`config.mk`:
```
export PLATFORM = sky130hd
export DESIGN_NAME = aes_shiftrows_pipe
export DESIGN_NICKNAME = d
export VERILOG_FILES = /design/src/rtl/aes_shiftrows_pipe.sv
export SDC_FILE = /design/constraint.sdc
export NUM_CORES = 1
export LEC_CHECK = 0
export ABC_AREA = 1
export CAP_MARGIN = 15
export CORE_ASPECT_RATIO = 0.9
export CORE_MARGIN = 3
export CORE_UTILIZATION = 45
export DETAILED_ROUTE_END_ITERATION = 6
export PLACE_DENSITY_LB_ADDON = 0.2
export SLEW_MARGIN = 30
export SYNTH_ARGS = -nofsm -noshare
export SYNTH_HDL_FRONTEND = slang
export SYNTH_SLANG_ARGS = --single-unit
```
`constraint.sdc`:
```
create_clock -name clk -period 2.5 [get_ports clk]
set_input_delay 0.5 -clock clk [delete_from_list [all_inputs] [get_ports clk]]
set_output_delay 0.5 -clock clk [all_outputs]
set_load 0.02 [all_outputs]
```
`src/rtl/aes_shiftrows_pipe.sv`:
```
// Handshaked Rijndael ShiftRows / InvShiftRows stage for Nb = 4/6/8 columns.
// The permutation is applied on entry; a two-entry elastic buffer keeps full throughput.
module aes_shiftrows_pipe #(
    parameter int NB    = 4,
    parameter int TAG_W = 4
) (
    input  logic                clk,
    input  logic                rst_n,
    input  logic                flush,
    input  logic                in_valid,
    output logic                in_ready,
    input  logic [32*NB-1:0]    in_data,
    input  logic [1:0]          in_mode,
    input  logic [TAG_W-1:0]    in_tag,
    output logic                out_valid,
    input  logic                out_ready,
    output logic [32*NB-1:0]    out_data,
    output logic [TAG_W-1:0]    out_tag,
    output logic                out_err,
    output logic [1:0]          level
);

    localparam int W = 32 * NB;

    if (!(NB == 4 || NB == 6 || NB == 8)) begin : g_bad_nb
        $error("aes_shiftrows_pipe: NB must be 4, 6 or 8");
    end
    if (TAG_W < 1) begin : g_bad_tag
        $error("aes_shiftrows_pipe: TAG_W must be at least 1");
    end

    // Rijndael row offsets; only the 256-bit block widens rows 2 and 3.
    function automatic int row_off(input int r);
        int off;
        if (NB == 8 && r >= 2) begin
            off = r + 1;
        end else begin
            off = r;
        end
        return off;
    endfunction

    function automatic logic [W-1:0] shift_rows(input logic [W-1:0] d, input logic [1:0] mode);
        logic [W-1:0] q;
        int           src;
        q = d;
        for (int c = 0; c < NB; c++) begin
            for (int r = 0; r < 4; r++) begin
                case (mode)
                    2'b01:   src = (c + row_off(r)) % NB;
                    2'b10:   src = (c + NB - row_off(r)) % NB;
                    default: src = c;
                endcase
                q[W-1-8*(4*c+r) -: 8] = d[W-1-8*(4*src+r) -: 8];
            end
        end
        return q;
    endfunction

    logic [W-1:0]     xf_data_s;
    logic             xf_err_s;
    logic             accept_s;
    logic             pop_s;
    logic             or_valid_r, sr_valid_r, in_ready_r;
    logic [W-1:0]     or_data_r, sr_data_r;
    logic [TAG_W-1:0] or_tag_r, sr_tag_r;
    logic             or_err_r, sr_err_r;
    logic [1:0]       level_r;
    logic             or_valid_n_s, sr_valid_n_s;
    logic             or_load_s, or_from_sr_s, sr_load_s;

    assign xf_data_s = shift_rows(in_data, in_mode);
    assign xf_err_s  = (in_mode == 2'b11);
    assign accept_s  = in_valid & in_ready_r;
    assign pop_s     = or_valid_r & out_ready;

    // Next-state of both entries; flush overrides every other event.
    always_comb begin
        or_valid_n_s = or_valid_r;
        sr_valid_n_s = sr_valid_r;
        or_load_s    = 1'b0;
        or_from_sr_s = 1'b0;
        sr_load_s    = 1'b0;
        if (flush) begin
            or_valid_n_s = 1'b0;
            sr_valid_n_s = 1'b0;
        end else if (or_valid_r && !pop_s) begin
            if (accept_s) begin
                sr_load_s    = 1'b1;
                sr_valid_n_s = 1'b1;
            end else begin
                sr_valid_n_s = sr_valid_r;
            end
        end else if (sr_valid_r) begin
            // in_ready is low here, so no beat can be accepted alongside the refill
            or_from_sr_s = 1'b1;
            or_valid_n_s = 1'b1;
            sr_valid_n_s = 1'b0;
        end else if (accept_s) begin
            or_load_s    = 1'b1;
            or_valid_n_s = 1'b1;
        end else begin
            or_valid_n_s = 1'b0;
        end
    end

    // Buffer state, status flags and payload registers.
    always_ff @(posedge clk or negedge rst_n) begin
        if (!rst_n) begin
            or_valid_r <= 1'b0;
            sr_valid_r <= 1'b0;
            in_ready_r <= 1'b1;
            level_r    <= 2'd0;
            or_data_r  <= '0;
            or_tag_r   <= '0;
            or_err_r   <= 1'b0;
            sr_data_r  <= '0;
            sr_tag_r   <= '0;
            sr_err_r   <= 1'b0;
        end else begin
            or_valid_r <= or_valid_n_s;
            sr_valid_r <= sr_valid_n_s;
            in_ready_r <= !sr_valid_n_s;
            level_r    <= {1'b0, or_valid_n_s} + {1'b0, sr_valid_n_s};
            if (or_from_sr_s) begin
                or_data_r <= sr_data_r;
                or_tag_r  <= sr_tag_r;
                or_err_r  <= sr_err_r;
            end else if (or_load_s) begin
                or_data_r <= xf_data_s;
                or_tag_r  <= in_tag;
                or_err_r  <= xf_err_s;
            end else begin
                or_data_r <= or_data_r;
                or_tag_r  <= or_tag_r;
                or_err_r  <= or_err_r;
            end
            if (sr_load_s) begin
                sr_data_r <= xf_data_s;
                sr_tag_r  <= in_tag;
                sr_err_r  <= xf_err_s;
            end else begin
                sr_data_r <= sr_data_r;
                sr_tag_r  <= sr_tag_r;
                sr_err_r  <= sr_err_r;
            end
        end
    end

    assign in_ready  = in_ready_r;
    assign out_valid = or_valid_r;
    assign out_data  = or_data_r;
    assign out_tag   = or_tag_r;
    assign out_err   = or_err_r;
    assign level     = level_r;

endmodule
```
# Word-level counts from Yosys, hierarchy flattened
# Index checks and enable logic that the tools add are counted.
# op_classes
mux	45
n_eq_ne	3
addsub	57
shifts	16
bitwise_logic	34
reduce_logical	36
# op_table
op	n
$shiftx 135x32->8	16
$pmux 27 s2	16
$sub 4x32->32 const A	16
$sub 8x32->32 const A	16
$add 3x32->32 const A	8
$mux 128	2
$mux 32	8
$add 29x3->29 const B	8
$add 2x32->32 const A	4
$add 29x2->29 const B	4
$reduce_or 2->1	32
$and 1x1->1	34
$mux 1	17
$mux 4	2
$eq 2x2->1 const B	2
$add 1x1->2	1
$eq 2x1->1 const B	1
$logic_not 1->1	2
$reduce_bool 2->1	1
$logic_and 1x1->1	1
# word_totals
reg_bits	271
inputBits	139
wordCells	201

# Logic depth before layout (Yosys ltp)
# Gate-level depths: netlist of the first run.
# depth
depth_word	11
ltp_mapped	12
mapped_depth_nobuf	9

# Worst setup path after synthesis of the first run
# No wires, ideal clock.
# synth_path
path_kind	input to register
start	input in_mode[0]
end	register or_data_r[86], in the netlist out_data[86]
setup_ps	116
setup_slack_ps	756
t_arrival_ps	1628
n_path_buf	3
cell_stages	12
cell_sequence	inv_1 -> ha_1 -> buf_2 -> inv_2 -> buf_4 -> buf_4 -> nand2_1 -> nand3_1 -> nand2_1 -> nand2_1 -> nand2_1 -> nand2_1
# synth_via
elab_chain_cells	7
elab_cells_between_ends	8
classes_between	2 x add/sub; 2 x eq/ne; 1 x shift; 3 x mux
# synth_rtl
element	line_no	source
start, declared	13	input logic [1:0] in_mode,
$eq 2x2->1 or $eq 2x1->1 (tied branches)	49	case (mode)
$pmux 27 s2 *	49	
$add 29x2->29 *	54	q[W-1-8*(4*c+r) -: 8] = d[W-1-8*(4*src+r) -: 8];
$sub 8x32->32 *	54	
$shiftx 135x32->8 *	54	
$mux 128 *	129	end else if (or_load_s) begin
$mux 128 *	125	if (or_from_sr_s) begin
end signal, assigned	126	or_data_r <= sr_data_r;
end signal, assigned	130	or_data_r <= xf_data_s;
end signal, assigned	134	or_data_r <= or_data_r;
end, declared	65	logic [W-1:0] or_data_r, sr_data_r;
# Mark *: on every way between the ends. The rest lies on a longest branch, timed or not. The select of a mux whose other input is x is not followed.
# A chain may end at the register's enable or synchronous reset.

# Final worst setup path of the first run
# layout_path
start	register in_ready_r, in the netlist in_ready
end	output in_ready
# layout_rtl
element	line_no	source
start, declared	64	logic or_valid_r, sr_valid_r, in_ready_r;
start signal, assigned	123	in_ready_r <= !sr_valid_n_s;
end, declared	11	output logic in_ready,
# No word-level cell between the ends.

==> results by group, run 1 <==
Logic synthesis
  • Synth warn: 0
  • Cell Area, Synth: approximately 14000 um2
  • Library cells used by synthesis: 20
  • Post-Syn Nets: 2107
  • Flops & latches, synth: between 200 and 300
  • Synth top area share: 49.5%
  • Most common cell in the netlist: nand2_1
  • Mapped Cells: around 2000
  • Post-synth top cells: 1192 x nand2_1, 270 x dfrtp_1, 144 x nand3_1
  • Main synth FF type: dfrtp_1
  • Asr flop ratio synth: 100%
  • Post-synthesis sequential area ratio: 49.7%
  • Mean post-synth cell area: about 7.0 um2
  • Synth area leaders: dfrtp_1 49%, nand2_1 33%, nand3_1 5.3%, nor2_1 3.6%, buf_2 2.9%
  • Number of enable flip-flop cells after synthesis: 0
  • Yosys top cell by area: dfrtp_1

Status
  • Status: complete, no violations

STA
  • RSZ-0062 raised after global routing: no
  • Fin crit period: between 2 and 2.5 ns
  • Slew of the pin with the lowest slew margin: between 0.5 and 0.6 ns
  • Final setup viols: 0
  • Worst rel slew slack: 66.3%
  • Final slew viol count: 0
  • FMAX: between 400 and 500 MHz
  • Layout Skew: approximately 0.014 ns
  • Tcrit/Tclk final: a little under 90%
  • Final Hold Viols: 0
  • Setup TNS: 0 ns

Worst setup path
  • Crit path cell chain: clkdlybuf4s50_1
  • Slowest-stage cell, CP: clkdlybuf4s50_1
  • CP top delay family: buffers and inverters
  • CP required: ~2.0 ns
  • Reg2Reg Depth: 5
  • Stages on the worst setup path: 1
  • CP peak stage delay: 0.61 ns
  • CP endpoint kind: primary output
  • Kind of critical path: register to primary output
  • Buf/Inv on CP: 1
  • Crit path launch type: register
  • R2R setup slack: about 0.78 ns
  • Max Fanout on Critical Path: 3
  • Critical Path AT: approximately 1.7 ns

Cells and area
  • Design Area, Final: 18000 um2
  • Syn-to-layout area delta: 31.7%
  • Fillers: between 2000 and 3000
  • Share of post-route cells with drive strength above 1: 5.25%
  • Nets: ~2400

CTS
  • Setup bufs post-CTS: 0
  • Clk slew on worst S/H paths: roughly 0.060 ns
  • CTS sink cnt: 271
  • Hold Buf Count CTS: 1
  • H-Tree Depth: 1
  • CTS tree: done
  • Clk Latency, worst-skew pair: 0.55 ns
  • CTS Buf Count: 30
  • CTS Buffer Depth: 3
  • # resized after CTS: 0
  • Root Buffer: clkbuf_16

Place
  • Placed instance area: about 17000 um2
  • Dpl hpwl: approximately 31 mm
  • PortBufs: approximately 280
  • GPL Wtd Cong: just over 0.9

Floorplan
  • Std-Cell Rows: 59
  • Die Wd: 190 um
  • Die height: between 150 and 200 um
  • Core area: approximately 29000 um2
  • Die area: between 30000 and 40000 um2
  • Initial Utilization: between 40% and 50%
  • IO Pins: between 200 and 300

GRT
  • Pin count of the biggest net entering global routing: 78
  • GR Util All Layers: between 20% and 30%
  • First-pass GRT wire length: approximately 70 mm
  • Vias in the first global route: 12800
  • Initial antenna violation count: 1
  • Gr ovfl total: 0

Route
  • DRC violations left: 0
  • Drt pass-1 iters: 5
  • Routed WL: about 44 mm
  • DRT iter0 DRCs: between 1000 and 1500
  • Avg Vias per Cell: a little over 5
  • Routed Antenna Nets: 0
  • Vias: 13400
  • WL/cell: between 15 and 20 um

Power and ir drop
  • Max VDD drop: 0.574 mV
  • PwrDens: ~780 nW/um2
  • LEAKAGE: a little under 10 nW

Hold path
  • Hold Crit Class: primary input to asynchronous set/reset pin

Flow run
  • Max Cap Viol: 0
cell type report:
| cell class | count | area, um2 | area share (%) |
|---|---|---|---|
| multi-input cells | 1553 | 6230 | 34.6 |
| well taps | 396 | 495 | 2.76 |
| inverters | 21 | 78.8 | 0.439 |
| repair buffers | 332 | 3450 | 19.2 |
| clock buffers | 42 | 877 | 4.88 |
| flip-flops and latches | 271 | 6780 | 37.7 |
| clock inverters | 10 | 57.6 | 0.320 |
| diodes | 2 | 5.00 | 0.0278 |
stage by stage:
stage | utilization [%] | setup slack (ns) | power (mW) | hold WS, ns | std cells
2_1_floorplan | - | 0.756 | 7.95 | 0.204 | 1962
3_3_place_gp | 57.9 | 0.182 | 9.83 | 0.440 | 2572
3_5_place_dp | 57.9 | 0.165 | 9.93 | 0.440 | 2572
4_1_cts | 61.2 | 0.253 | 14.2 | 0.470 | 2625
5_1_grt | 61.2 | 0.233 | 14.9 | 0.478 | 2626
6_report | 61.2 | 0.283 | 14.1 | 0.461 | 2627
registers in the layout, summed over array words and instances (netlist names):
| signal | cells |
|---|---|
| sr_valid_r | 1 |
| sr_err_r | 1 |
| out_tag | 4 |
| sr_data_r | 128 |
| sr_tag_r | 4 |
| in_ready | 1 |
| out_err | 1 |
| out_valid | 1 |
| out_data | 128 |
| level | 2 |
layer usage:
layer	routed length, um	track usage, %
met3	3520	5.30
met4	1210	7.46
met2	19100	40.8
met5	0	0
met1	20200	39.3
path summary, 6_finish.rpt:
kind                                     start        endpoint
worst max-delay path                  in_ready        in_ready
worst min-delay path                     rst_n    out_data[67]
worst max register to register       out_valid   sr_data_r[69]
worst min register to register  sr_data_r[121]  sr_data_r[121]
max in group asynchronous                rst_n   out_data[122]
min in group clk                sr_data_r[121]  sr_data_r[121]
logic make-up after synthesis:
group           synth area share [%]
compound gates                  2.68
fa+ha+maj                      0.550
buf+inv                         4.87
flops                           49.7
simple gates                    42.2
cell usage in the layout, fill, tap and decap left out:
cell / netlist / routed
o21ai_1: 18 / 18
clkdlybuf4s50_1: 0 / 274
buf_12: 0 / 21
nand3_1: 144 / 144
nand2_1: 1192 / 1192
dfrtp_1: 270 / 270
nor2_4: 2 / 2
nand4_4: 1 / 1
dlygate4sd3_1: 0 / 1
clkinvlp_4: 0 / 3
nor2_1: 130 / 130
clkinv_2: 0 / 7
dfstp_2: 1 / 1
inv_2: 3 / 3
buf_4: 11 / 35
clkbuf_8: 0 / 6
nand2_4: 0 / 1
nor3_4: 0 / 1
ha_2: 0 / 1
nand3_4: 0 / 1
clkbuf_16: 0 / 31
buf_8: 0 / 1
nand2_2: 3 / 2
diode_2: 0 / 2
clkbuf_1: 21 / 5
o21ai_0: 55 / 55
ha_1: 6 / 5
inv_1: 18 / 18
power breakdown:
| part | switching [mW] | total, mW | internal [mW] |
|---|---|---|---|
| clock network | 1.75 | 4.18 | 2.42 |
| logic | 2.21 | 3.88 | 1.67 |
| registers | 0.608 | 6.00 | 5.39 |
| total | 4.57 | 14.1 | 9.49 |
No activity file was read; power rests on OpenSTA's default activity.
==> run 2: changes to the inputs <==
Clock period 2.5 ns to 2.1 ns, I/O delays scaled along.
==> run 2 against run 1 <==
Combinational power increased by 20%. Power increased by 25%. Die area unchanged. Final area grew 2.3%. Largest power group unchanged. Final cell count is 1.3% higher. Clock-buffer cell count fell by 1. First-iteration DRC count rose by 10%. Via count increased by 0.69%. Flip-flop and latch count is the same. Setup slack worse by 0.26 ns.
==> results by group, run 2 (same netlist as run 1, synthesis figures left out) <==
STA
  • Final setup viols: 0 (unchanged)
  • Slew of the pin with the lowest slew margin: 0.484 ns (was 0.504 ns)
  • Setup TNS: 0 ns (unchanged)
  • FMAX: 481 MHz
  • RSZ-0062 raised after global routing: no (unchanged)
  • Layout Skew: 0.0181 ns (was 0.0142 ns)
  • Final Hold Viols: 0 (unchanged)
  • Worst rel slew slack: 67.8% (was 66.3%)
  • Fin crit period: a little over 2 ns
  • Tcrit/Tclk final: 98.9%
  • Final slew viol count: 0 (unchanged)
  • Worst setup margin: 0.0229 ns (was 0.283 ns)

GRT
  • Vias in the first global route: 13100 (was 12800)
  • Initial antenna violation count: 3 (was 1)
  • Pin count of the biggest net entering global routing: 86 (was 78)
  • First-pass GRT wire length: 72.6 mm (was 69.6 mm)
  • GR Util All Layers: 27.9% (was 26.8%)
  • Gr ovfl total: 0 (unchanged)

Route
  • Routed WL: 45.5 mm (was 44.1 mm)
  • Met1 WL: 20.8 mm (was 20.2 mm)
  • Avg Vias per Cell: 5.08 (was 5.10)
  • WL/cell: 17.1 um (was 16.8 um)
  • Routed met2 length: 19.5 mm (was 19.1 mm)
  • DRT iter0 DRCs: 1172 (was 1062)
  • Vias: 13500 (was 13400)
  • Max Used Layer: met4 (unchanged)
  • Met3 WL: 3.98 mm (was 3.52 mm)
  • Routed Antenna Nets: 0 (unchanged)
  • DRC violations left: 0 (unchanged)
  • Drt pass-1 iters: 7 (was 5)

Cells and area
  • Syn-to-layout area delta: 34.6% (was 31.7%)
  • FF/Latch Area: 6780 um2 (unchanged)
  • Commonest non-fill, non-tap cell in the layout: nand2_1 (unchanged)
  • Share of post-route cells with drive strength above 1: 6.58% (was 5.25%)
  • Design Area, Final: 18400 um2 (was 18000 um2)
  • Area of the multi-input gates: 6230 um2 (unchanged)
  • Nets: 2385 (was 2354)
  • Fillers: 2677 (was 2725)
  • Layout Cells excl Fill: 2660 (was 2627)
  • Most frequent cells in the layout: 1192 x nand2_1, 270 x dfrtp_1, 262 x clkdlybuf4s50_1, 144 x nand3_1, 130 x nor2_1 (was 1192 x nand2_1, 274 x clkdlybuf4s50_1, 270 x dfrtp_1, 144 x nand3_1, 130 x nor2_1)
  • Post-layout util: 62.6% (was 61.2%)

Place
  • GPL Wtd Cong: 0.934 (was 0.927)
  • Setup WS pre-CTS: -0.210 ns (was 0.165 ns)
  • Dpl hpwl: 32.6 mm (was 30.9 mm)
  • DP Cell Count: 2603 (was 2572)
  • Placed instance area: 17300 um2 (was 17000 um2)
  • PortBufs: 275 (unchanged)

CTS
  • CTS Buf Count: 30 (unchanged)
  • Root Buffer: clkbuf_16 (unchanged)
  • CTS tree: done (unchanged)
  • H-Tree Depth: 1 (unchanged)
  • CTS Buffer Depth: 3 (unchanged)
  • CTS sink cnt: 271 (unchanged)
  • Setup bufs post-CTS: 0 (unchanged)
  • Clk Latency, worst-skew pair: 0.56 ns (was 0.55 ns)
  • Clk slew on worst S/H paths: 0.06 ns (about the same)

Power and ir drop
  • Max VDD drop: 0.683 mV (was 0.574 mV)
  • Sw Share: 31.7% (was 32.5%)
  • PwrDens: 954 nW/um2 (was 782 nW/um2)
  • Reg power frac: 40.8% (was 42.7%)
  • Clk pwr share: 32.6% (was 29.7%)
  • P_sw: 5.57 mW (was 4.57 mW)
  • Gate power share: 26.5% (was 27.6%)
  • Internal: 12.0 mW (was 9.49 mW)
  • LEAKAGE: 9.97 nW (was 9.67 nW)

Floorplan
  • Die Wd: 190 um (unchanged)
  • IO Pins: 276 (unchanged)
  • Initial Utilization: 46.5% (unchanged)
  • Die area: 32500 um2 (unchanged)
  • Die height: 171 um (unchanged)
  • Std-Cell Rows: 59 (unchanged)
  • Core area: 29400 um2 (unchanged)

Worst setup path
  • Slowest-stage cell, CP: clkdlybuf4s50_1 (unchanged)
  • Crit path cell chain: clkdlybuf4s50_1 (unchanged)
  • Kind of critical path: register to primary output (unchanged)
  • CP peak stage delay: 0.66 ns (was 0.61 ns)
  • CP top delay family: buffers and inverters (unchanged)
  • Worst setup startpoint: out_data[19] (was in_ready)
  • CP endpoint kind: primary output (unchanged)
  • Crit path launch type: register (unchanged)
  • CP required: 1.68 ns (was 2.00 ns)
  • Reg2reg start: in_ready (was out_valid)
  • Buf/Inv on CP: 1 (unchanged)
  • Critical Path AT: 1.66 ns (was 1.72 ns)
  • Max Fanout on Critical Path: 2 (was 3)

Hold path
  • Hold Crit Class: primary input to asynchronous set/reset pin (unchanged)

Flow run
  • Max Cap Viol: 0 (unchanged)

Status
  • Status: complete, no violations (unchanged)
-- run 2: metal layers --
metal / vias to the layer above / global-route usage (%)
li1: 6593 / -
met1: 6296 / 41.6
met2: 535 / 41.6
met3: 77 / 6.52
met4: 0 / 6.88
met5: - / 0
-- run 2: repair_timing --
| action | 4_1_cts | 5_1_grt |
|---|---|---|
| hold endpoints to repair | 33 | 0 |
| gates cloned | 0 | 0 |
| hold buffers | 1 | 0 |
| endpoints found under the setup margin | 7 | 5 |
| resized for setup | 7 | 5 |
| pin swaps | 0 | 0 |
-- run 2: stage by stage --
stage / hold WS, ns / power [mW]
5_1_grt: 0.394 / 18.5
3_3_place_gp: 0.352 / 11.8
6_report: 0.395 / 17.5
4_1_cts: 0.365 / 17.7
2_1_floorplan: 0.124 / 9.47
3_5_place_dp: 0.355 / 11.9
-- run 2: power by group through the flow --
stage / Combinational [mW] / Sequential [mW] / Clock, mW
after CTS: 4.69 / 7.15 / 5.81
final: 4.65 / 7.16 / 5.72
after floorplan: 1.79 / 7.68 / 0
after global routing: 5.17 / 7.30 / 6.02
after detailed placement: 4.68 / 7.22 / 0
after global placement: 4.58 / 7.19 / 0
-- run 2: final cells by class --
type | count | area share (%)
antenna | 1 | 0.0136
clock buffer | 41 | 4.59
clock inverter | 14 | 1.23
inverter | 21 | 0.429
multi-input combinational | 1553 | 33.9
sequential | 271 | 36.9
tap | 396 | 2.70
timing repair buffer | 363 | 20.3
-- run 2: worst paths after layout --
check                           slack, ns        endpoint  cells after the start
max in group asynchronous            1.00   sr_data_r[26]                      3
worst max-delay path                 0.02    out_data[19]                      1
worst min-delay path                 0.39    out_data[55]                      2
min in group clk                     0.43  sr_data_r[126]                      3
worst max register to register       0.41    out_data[65]                      7
worst min register to register       0.47   sr_data_r[58]                      2
==> run 3: changes to the inputs <==
Settings changed: CAP_MARGIN 15 to 20.
==> results of run 3 <==
Final layout, timing and power as in run 2 (identical DEF).
